[config.mk]
export PLATFORM = sky130hd
export DESIGN_NAME = mc_sequencer
export DESIGN_NICKNAME = d
export VERILOG_FILES = /design/src/rtl/mc_pkg.sv /design/src/rtl/mc_decode.sv /design/src/rtl/mc_sequencer.sv
export SDC_FILE = /design/constraint.sdc
export NUM_CORES = 1
export LEC_CHECK = 0
export BUFFER_PORTS_ARGS = -buffer_cell sky130_fd_sc_hd__buf_2
export CAP_MARGIN = 5
export CORE_MARGIN = 2
export CORE_UTILIZATION = 35
export CTS_BUF_LIST = sky130_fd_sc_hd__clkbuf_8
export DETAILED_ROUTE_END_ITERATION = 16
export PLACE_DENSITY = 0.62
export RECOVER_POWER = 25
export SLEW_MARGIN = 20
export SYNTH_ARGS = -nofsm -noshare
export SYNTH_HDL_FRONTEND = slang
export SYNTH_HIERARCHICAL = 1
export SYNTH_SLANG_ARGS = --single-unit
[constraint.sdc]
create_clock -name clk -period 2.3 [get_ports clk]
set_input_delay 0.46 -clock clk [delete_from_list [all_inputs] [get_ports clk]]
set_output_delay 0.46 -clock clk [all_outputs]
set_load 0.03 [all_outputs]
[src/rtl/mc_pkg.sv]
// Shared definitions for the multi-cycle sequencer: FSM states, ALU and
// immediate-format codes, opcode/funct constants and the decoded-class record.
package mc_pkg;

    // Sequencer states; explicit encodings keep waveform values stable
    typedef enum logic [2:0] {
        ST_IDLE   = 3'd0,
        ST_FETCH  = 3'd1,
        ST_DECODE = 3'd2,
        ST_EXEC   = 3'd3,
        ST_MEM    = 3'd4,
        ST_WB     = 3'd5,
        ST_HALT   = 3'd6
    } state_t;

    // ALUctrl codes
    localparam logic [2:0] ALU_ADD = 3'b000;
    localparam logic [2:0] ALU_SUB = 3'b001;
    localparam logic [2:0] ALU_AND = 3'b010;
    localparam logic [2:0] ALU_OR  = 3'b011;

    // ImmSrc codes
    localparam logic [1:0] IMM_I = 2'b00;
    localparam logic [1:0] IMM_S = 2'b01;
    localparam logic [1:0] IMM_B = 2'b10;

    // Opcodes
    localparam logic [6:0] OP_R      = 7'b0110011;
    localparam logic [6:0] OP_ADDI   = 7'b0010011;
    localparam logic [6:0] OP_LOAD   = 7'b0000011;
    localparam logic [6:0] OP_STORE  = 7'b0100011;
    localparam logic [6:0] OP_BRANCH = 7'b1100011;

    // funct3 values accepted per opcode
    localparam logic [2:0] F3_ADD_SUB = 3'b000;
    localparam logic [2:0] F3_AND     = 3'b111;
    localparam logic [2:0] F3_OR      = 3'b110;
    localparam logic [2:0] F3_ADDI    = 3'b000;
    localparam logic [2:0] F3_LW      = 3'b010;
    localparam logic [2:0] F3_SW      = 3'b010;
    localparam logic [2:0] F3_BEQ     = 3'b000;
    localparam logic [2:0] F3_BNE     = 3'b001;

    // funct7 values accepted for R-type
    localparam logic [6:0] F7_BASE = 7'b0000000;
    localparam logic [6:0] F7_ALT  = 7'b0100000;

    // Instruction classes that steer the EXEC/MEM/WB path
    typedef enum logic [2:0] {
        CL_R    = 3'd0,
        CL_ADDI = 3'd1,
        CL_LW   = 3'd2,
        CL_SW   = 3'd3,
        CL_BR   = 3'd4
    } iclass_t;

    // Decoded instruction: class, ALU operation, and branch sense
    typedef struct packed {
        iclass_t    cls;
        logic [2:0] alu;
        logic       br_ne;
    } dec_t;

    localparam dec_t DEC_NOP = '{cls: CL_R, alu: ALU_ADD, br_ne: 1'b0};

    // Branch resolution: beq takes on EQ, bne takes on !EQ
    function automatic logic branch_taken(input logic br_ne, input logic eq);
        return br_ne ? ~eq : eq;
    endfunction

endpackage

[src/rtl/mc_decode.sv]
// Combinational instruction classifier: opcode/funct3/funct7 -> class,
// ALU operation and illegal flag. Any unsupported encoding is illegal.
module mc_decode
    import mc_pkg::*;
(
    input  logic [31:0] instr_i,
    output dec_t        dec_o,
    output logic        illegal_o
);

    logic [6:0] opcode;
    logic [2:0] funct3;
    logic [6:0] funct7;

    assign opcode = instr_i[6:0];
    assign funct3 = instr_i[14:12];
    assign funct7 = instr_i[31:25];

    // Register and immediate fields play no part in classification
    logic unused_fields;
    assign unused_fields = ^{instr_i[24:15], instr_i[11:7]};

    // Classify the instruction and flag anything outside the supported set
    always_comb begin
        dec_o     = DEC_NOP;
        illegal_o = 1'b0;
        case (opcode)
            OP_R: begin
                dec_o.cls = CL_R;
                case (funct3)
                    F3_ADD_SUB: begin
                        if (funct7 == F7_BASE) begin
                            dec_o.alu = ALU_ADD;
                        end else if (funct7 == F7_ALT) begin
                            dec_o.alu = ALU_SUB;
                        end else begin
                            illegal_o = 1'b1;
                        end
                    end
                    F3_AND: begin
                        dec_o.alu = ALU_AND;
                        illegal_o = (funct7 != F7_BASE);
                    end
                    F3_OR: begin
                        dec_o.alu = ALU_OR;
                        illegal_o = (funct7 != F7_BASE);
                    end
                    default: illegal_o = 1'b1;
                endcase
            end
            OP_ADDI: begin
                dec_o.cls = CL_ADDI;
                illegal_o = (funct3 != F3_ADDI);
            end
            OP_LOAD: begin
                dec_o.cls = CL_LW;
                illegal_o = (funct3 != F3_LW);
            end
            OP_STORE: begin
                dec_o.cls = CL_SW;
                illegal_o = (funct3 != F3_SW);
            end
            OP_BRANCH: begin
                dec_o.cls = CL_BR;
                dec_o.alu = ALU_SUB;
                if (funct3 == F3_BEQ) begin
                    dec_o.br_ne = 1'b0;
                end else if (funct3 == F3_BNE) begin
                    dec_o.br_ne = 1'b1;
                end else begin
                    illegal_o = 1'b1;
                end
            end
            default: illegal_o = 1'b1;
        endcase
    end

endmodule

[src/rtl/mc_sequencer.sv]
// Multi-cycle control sequencer: FETCH/DECODE/EXEC/MEM/WB FSM driving the
// datapath controls, plus retired-instruction and memory-stall counters.
module mc_sequencer
    import mc_pkg::*;
(
    input  logic        clk,
    input  logic        rst,
    input  logic [31:0] instr,
    input  logic        EQ,
    input  logic        mem_ready,
    output logic        mem_req,
    output logic        mem_we,
    output logic        IorD,
    output logic        IRWrite,
    output logic        PCWrite,
    output logic        PCsrc,
    output logic        RegWrite,
    output logic [2:0]  ALUctrl,
    output logic        ALUsrc,
    output logic [1:0]  ImmSrc,
    output logic        ResultSrc,
    output logic        halted,
    output logic [31:0] instret,
    output logic [15:0] wait_cycles
);

    state_t      state_q, state_d;
    dec_t        dec_q, dec_d;
    dec_t        dec_w;
    logic        illegal_w;
    logic [31:0] instret_q, instret_d;
    logic [15:0] wait_q, wait_d;

    mc_decode u_decode (
        .instr_i   (instr),
        .dec_o     (dec_w),
        .illegal_o (illegal_w)
    );

    // Capture the classification during DECODE so later states do not
    // depend on instr staying stable past that point
    assign dec_d = (state_q == ST_DECODE) ? dec_w : dec_q;

    // Next-state and control outputs; every output is zero unless a state
    // drives it, so IDLE and reset yield all-zero controls
    always_comb begin
        state_d   = state_q;
        mem_req   = 1'b0;
        mem_we    = 1'b0;
        IorD      = 1'b0;
        IRWrite   = 1'b0;
        PCWrite   = 1'b0;
        PCsrc     = 1'b0;
        RegWrite  = 1'b0;
        ALUctrl   = ALU_ADD;
        ALUsrc    = 1'b0;
        ImmSrc    = IMM_I;
        ResultSrc = 1'b0;
        halted    = 1'b0;
        case (state_q)
            ST_IDLE: begin
                state_d = ST_FETCH;
            end
            ST_FETCH: begin
                mem_req = 1'b1;
                if (mem_ready) begin
                    IRWrite = 1'b1;
                    state_d = ST_DECODE;
                end
            end
            ST_DECODE: begin
                state_d = illegal_w ? ST_HALT : ST_EXEC;
            end
            ST_EXEC: begin
                case (dec_q.cls)
                    CL_R: begin
                        ALUctrl = dec_q.alu;
                        ALUsrc  = 1'b0;
                        state_d = ST_WB;
                    end
                    CL_ADDI: begin
                        ALUctrl = ALU_ADD;
                        ALUsrc  = 1'b1;
                        ImmSrc  = IMM_I;
                        state_d = ST_WB;
                    end
                    CL_LW: begin
                        ALUctrl = ALU_ADD;
                        ALUsrc  = 1'b1;
                        ImmSrc  = IMM_I;
                        state_d = ST_MEM;
                    end
                    CL_SW: begin
                        ALUctrl = ALU_ADD;
                        ALUsrc  = 1'b1;
                        ImmSrc  = IMM_S;
                        state_d = ST_MEM;
                    end
                    CL_BR: begin
                        ALUctrl = ALU_SUB;
                        ALUsrc  = 1'b0;
                        ImmSrc  = IMM_B;
                        PCWrite = 1'b1;
                        PCsrc   = branch_taken(dec_q.br_ne, EQ);
                        state_d = ST_FETCH;
                    end
                    default: state_d = ST_HALT;
                endcase
            end
            ST_MEM: begin
                mem_req = 1'b1;
                IorD    = 1'b1;
                mem_we  = (dec_q.cls == CL_SW);
                if (mem_ready) begin
                    if (dec_q.cls == CL_SW) begin
                        PCWrite = 1'b1;
                        state_d = ST_FETCH;
                    end else begin
                        state_d = ST_WB;
                    end
                end
            end
            ST_WB: begin
                RegWrite  = 1'b1;
                ResultSrc = (dec_q.cls == CL_LW);
                PCWrite   = 1'b1;
                state_d   = ST_FETCH;
            end
            ST_HALT: begin
                halted = 1'b1;
            end
            default: begin
                state_d = ST_IDLE;
            end
        endcase
    end

    // Counter updates: retire is exactly the PCWrite cycle; stalls count
    // requested-but-not-ready cycles and stick at all-ones
    always_comb begin
        instret_d = instret_q;
        wait_d    = wait_q;
        if (PCWrite) begin
            instret_d = instret_q + 32'd1;
        end
        if (mem_req && !mem_ready && (wait_q != '1)) begin
            wait_d = wait_q + 16'd1;
        end
    end

    // State and counter registers with asynchronous reset
    always_ff @(posedge clk or posedge rst) begin
        if (rst) begin
            state_q   <= ST_IDLE;
            dec_q     <= DEC_NOP;
            instret_q <= '0;
            wait_q    <= '0;
        end else begin
            state_q   <= state_d;
            dec_q     <= dec_d;
            instret_q <= instret_d;
            wait_q    <= wait_d;
        end
    end

    assign instret     = instret_q;
    assign wait_cycles = wait_q;

endmodule
[Yosys cells after proc, flatten, opt, wreduce, memory -nomap -nowiden]
Index checks and enable logic that the tools add are counted.
Word-level totals
  register bits: 58
  input bits: 36
  output and inout bits: 63
  word-level logic and storage cells: 91
Operators by class
  $add $sub $neg: 2
  eq/ne operators: 23
  multiplexer cells: 41
  bitwise gates (word level): 2
  reduce and logical (&&, ||, !) cells: 17
Operators with widths (count)
  $add 32x1->32 const B: 1
  $mux 1: 24
  $eq 7x6->1 const B: 3
  $eq 3x3->1 const B: 6
  $mux 3: 6
  $pmux 3 s3: 2
  $pmux 3 s6: 1
  $add 16x1->16 const B: 1
  $ne 16x16->1 const B: 1
  $eq 3x2->1 const B: 4
  $pmux 3 s2: 2
  $pmux 3 s4: 1
  $reduce_or 2->1: 6
  $eq 3x1->1 const B: 3
  $logic_not 3->1: 3
  $eq 7x2->1 const B: 1
  $eq 7x5->1 const B: 1
  $eq 7x7->1 const B: 1
  $logic_not 7->1: 1
  $reduce_bool 7->1: 1
  $ne 2x2->1 const B: 2
  $pmux 1 s4: 1
  $pmux 2 s2: 1
  $ne 3x2->1 const B: 1
  other kinds (9): 11

[Longest topological paths before layout]
  depth in word-level cells: 7
  mapped depth: 7
  depth with buffers taken out: 7

[Hierarchy]
The synthesis kept the hierarchy.
Modules (own cells, without submodules)
  mc_sequencer: instances 1, cells each 270, area each 2905.3 µm², seq. area each 1451.4 µm²
  mc_decode: instances 1, cells each 31, area each 188.9 µm², seq. area each 0.0 µm²

[Least setup slack after synthesis]
Ideal clock, no wire load.
  kind: reg2out
  start point: register state_q[2]
  end point: output ALUsrc
  arrival time: 1635 ps
  data required time: 1840 ps
  path slack: 205 ps
  cell stages (with the launch flop): 5
  path buffers: 1
  cell sequence: dfrtp_1 -> buf_2 -> nand2b_1 -> or2_2 -> nor3_1
Between the ends
  cells in the longest elaborated chain, start to end: 2
RTL lines
  start, declared: RTL line mc_sequencer.sv:27  | state_t state_q, state_d;
  start signal, assigned: RTL line mc_sequencer.sv:159  | state_q <= state_d;
  $eq 3x2->1: RTL line mc_sequencer.sv:60  | case (state_q)
  $mux 1: RTL line mc_sequencer.sv:60
  end, declared: RTL line mc_sequencer.sv:19  | output logic ALUsrc,
Every way passes these cells.

[Worst setup path after layout]
  start point: register state_q[2]
  end point: output ALUctrl[1]
Between the ends
  cells in the longest elaborated chain, start to end: 2
RTL lines
  $eq 3x2->1: RTL line mc_sequencer.sv:60
  $mux 3: RTL line mc_sequencer.sv:60
  end, declared: RTL line mc_sequencer.sv:18  | output logic [2:0] ALUctrl,
Every way passes these cells.

==> results.cfg <==
[worst_setup_path]
worstPathArrival_ns = 1.75
r2r_start = state_q[2]$_DFFE_PP0P_
cp_top_family = simple AND/OR/NAND/NOR gates
path_cells = nand2b_4, or2_2, nor2_1, and3_1, clkbuf_4
reg2reg_slack_ns = 0.27
endpoint = ALUctrl[1]
max_stage_delay_ns = 0.47
critical_path_depth = 5
setup.worst_path.end_class = primary output
path_class = flop to primary output
critPathBufInv = 1
timing.rr.end = instret[19]$_DFFE_PP0P_
crit_required_ns = 1.84
ff2ff_path_depth = 6
crit_path_start = state_q[2]$_DFFE_PP0P_
critPathLaunchType = flop
worst_path_max_delay_cell = dfrtp_2
worstPathMaxFanout = 9

[logic_synthesis]
yosysSeqAreaShare_pct = 46.9
synth_top_cell_area_share_pct = 46.9
synth_top_cell_by_area = dfrtp_1
syn_area_per_cell_um2 = 10.3
synthDistinctLibCells = 53
synth_edf_count = 0
synth_fp_nets = 339
ys_warn_count = 6
ys.flop_type = dfrtp_1
synth_area_leaders = dfrtp_1 (47%), xnor2_1 (7.4%), xor2_1 (5.9%), nand2_1 (3.4%), nor2_1 (3.2%)
syn_area_mm2 = 0.00309
async_flop_share_pct = 100
synth-seq-cells = 58
synth_cells = 301

[cts]
clk_path_buf_depth = 2
cts_sinks = 58
numCtsBuffers = 9
path_clk_slew_ns = 0.07
tritoncts = yes
clk-insertion-delay-late_ns = 0.33
htree_levels = 3
clockRootBuffer = clkbuf_8

[power_and_ir_drop]
power.total_w = 0.00333
power.density_mw_per_mm2 = 862
p_leak_nw = 1.92
vdd_drop_max_mv = 0.503

[timing]
hold_violations = 0
fin_crit_sh_pct = 96.1
slew_headroom_pct = 30.4
worst_pin_slew_ns = 1.04
setup_tns_ns = 0
period_minus_slack_ns = 2.21
maxClockFrequency_ghz = 0.452
setup_viol = 0
drv_slew = 0
fin_skew_ns = 0.00952

[cells_and_area]
final_common_cell = buf_2
layout_common_cells = buf_2 (81), dfrtp_1 (55), nand2_1 (28), xnor2_1 (26), nor2_1 (26)
final_layout_size_suffix_gt1_share_pct = 34.5
final_nets = 430
syn2layout_area_growth_pct = 24.8
diodes = 0

[floorplan]
rows = 34
dieArea_mm2 = 0.00961
ioPinCount = 99
core_area_mm2 = 0.00864
start_util_pct = 35.8
die_w_um = 98.0
die_y_um = 98.0

[detailed_routing]
ant_nets = 0
post_drt_wl_per_cell_um = 13.7
vias = 2504
finalWirelength_mm = 6.92
vias_per_cell = 4.96
drt_first_pass_iters = 5
drtIter0Drc = 46
remaining_drc_errors = 0

[job]
max_cap_viol_count = 0

[grt]
grt_pass1_wl_mm = 11.9
grt_max_degree = 33
grt_pass1_vias = 2446
grt_util_all_layers_pct = 15.2
grt_antenna_before_repair = 0
grt-ovfl-total = 0

[place]
dp_hpwl_mm = 5.00
gp_congestion = 0.821
io_buffers = 83

[status]
status = complete, no violations

[worst_hold_path]
hold_class = primary input to async pin
layout make-up:
class                   count  area (um2)
clock buffers              11         151
clock inverters             5        52.6
fillers                   856        4770
inverters                   7        26.3
multi-input cells         228        1590
flip-flops and latches     58        1460
well taps                 108         135
repair buffers             88         455
layer usage:
layer / up-vias / GRT usage, % / routed length [um]
li1: 1249 / - / -
met5: - / 0 / 0
met1: 1186 / 19.7 / 3170
met3: 7 / 6.01 / 418
met2: 62 / 23.8 / 3260
met4: 0 / 4.17 / 75
flip-flops by register name, indices dropped and copies added (netlist names):
name,flops
instret,32
wait_cycles,16
state_q,3
dec_q,7
worst register-to-register path: cells and delay by family, from the launching register on:
kind / cells / cell delay, ns
AOI/OAI and AO/OA: 1 / 0.27
and+or+nand+nor: 3 / 0.75
DFF: 1 / 0.47
xor gates and xnor gates: 1 / 0.22
buffers and inverters: 1 / 0.23
kinds of logic (layout without fill, tap and decap cells):
logic type / Yosys count / after routing / share of synthesized area [%]
flops: 58 / 58 / 46.9
xor+xnor: 47 / 47 / 13.3
mux: 8 / 8 / 2.91
simple gates: 140 / 140 / 25.8
compound gates: 30 / 30 / 7.80
buf+inv: 15 / 111 / 2.30
fa+ha+maj: 2 / 2 / 0.809
other cells: 1 / 1 / 0.121
cells in the mapped netlist (4+ instances only):
cell	n
a21oi_1	9
and3_1	9
and4_1	4
dfrtp_1	58
inv_1	7
mux2_2	8
nand2_1	28
nand2b_1	5
nand3_1	18
nand4_1	12
nor2_1	26
nor3_1	11
o21ai_0	4
xnor2_1	26
xor2_1	21
report_power, final:
| group | switching, W | internal (W) |
|---|---|---|
| Sequential | 0.000201 | 0.00116 |
| Combinational | 0.000641 | 0.000368 |
| Clock | 0.000408 | 0.000553 |
| Total | 0.00125 | 0.00208 |
stage by stage:
stage / util [%] / worst slack (ns) / cell area, um2 / cells / hold WS (ns)
floorplan: - / 0.205 / 3090 / 301 / 0.472
global placement: 42.1 / 0.208 / 3630 / 487 / 0.453
detailed placement: 42.1 / 0.146 / 3630 / 487 / 0.455
CTS: 44.5 / 0.0133 / 3840 / 503 / 0.218
global route: 44.7 / -0.0233 / 3860 / 505 / 0.456
finish: 44.7 / 0.0896 / 3860 / 505 / 0.374
repair_timing:
| item | in CTS | in global routing |
|---|---|---|
| pin swaps | 0 | 0 |
| hold buffers | 0 | 0 |
| buffers inserted | 0 | 2 |
| resized for setup | 1 | 6 |
| setup endpoints to repair | 2 | 5 |
worst min path at each step:
| stage | start | cells past startpoint | slack (ns) | to |
|---|---|---|---|---|
| 2_1_floorplan | dec_q[2]$_DFFE_PP0N_ | 1 | 0.47 | dec_q[2]$_DFFE_PP0N_ |
| 3_3_place_gp | instret[31]$_DFFE_PP0P_ | 1 | 0.45 | instret[31]$_DFFE_PP0P_ |
| 3_5_place_dp | instret[31]$_DFFE_PP0P_ | 1 | 0.45 | instret[31]$_DFFE_PP0P_ |
| 4_1_cts | rst | 2 | 0.22 | wait_cycles[11]$_DFFE_PP0P_ |
| 5_1_grt | rst | 2 | 0.46 | wait_cycles[11]$_DFFE_PP0P_ |
| 6_report | rst | 2 | 0.37 | wait_cycles[11]$_DFFE_PP0P_ |
Note: power is estimated with default switching activity, not from simulation.
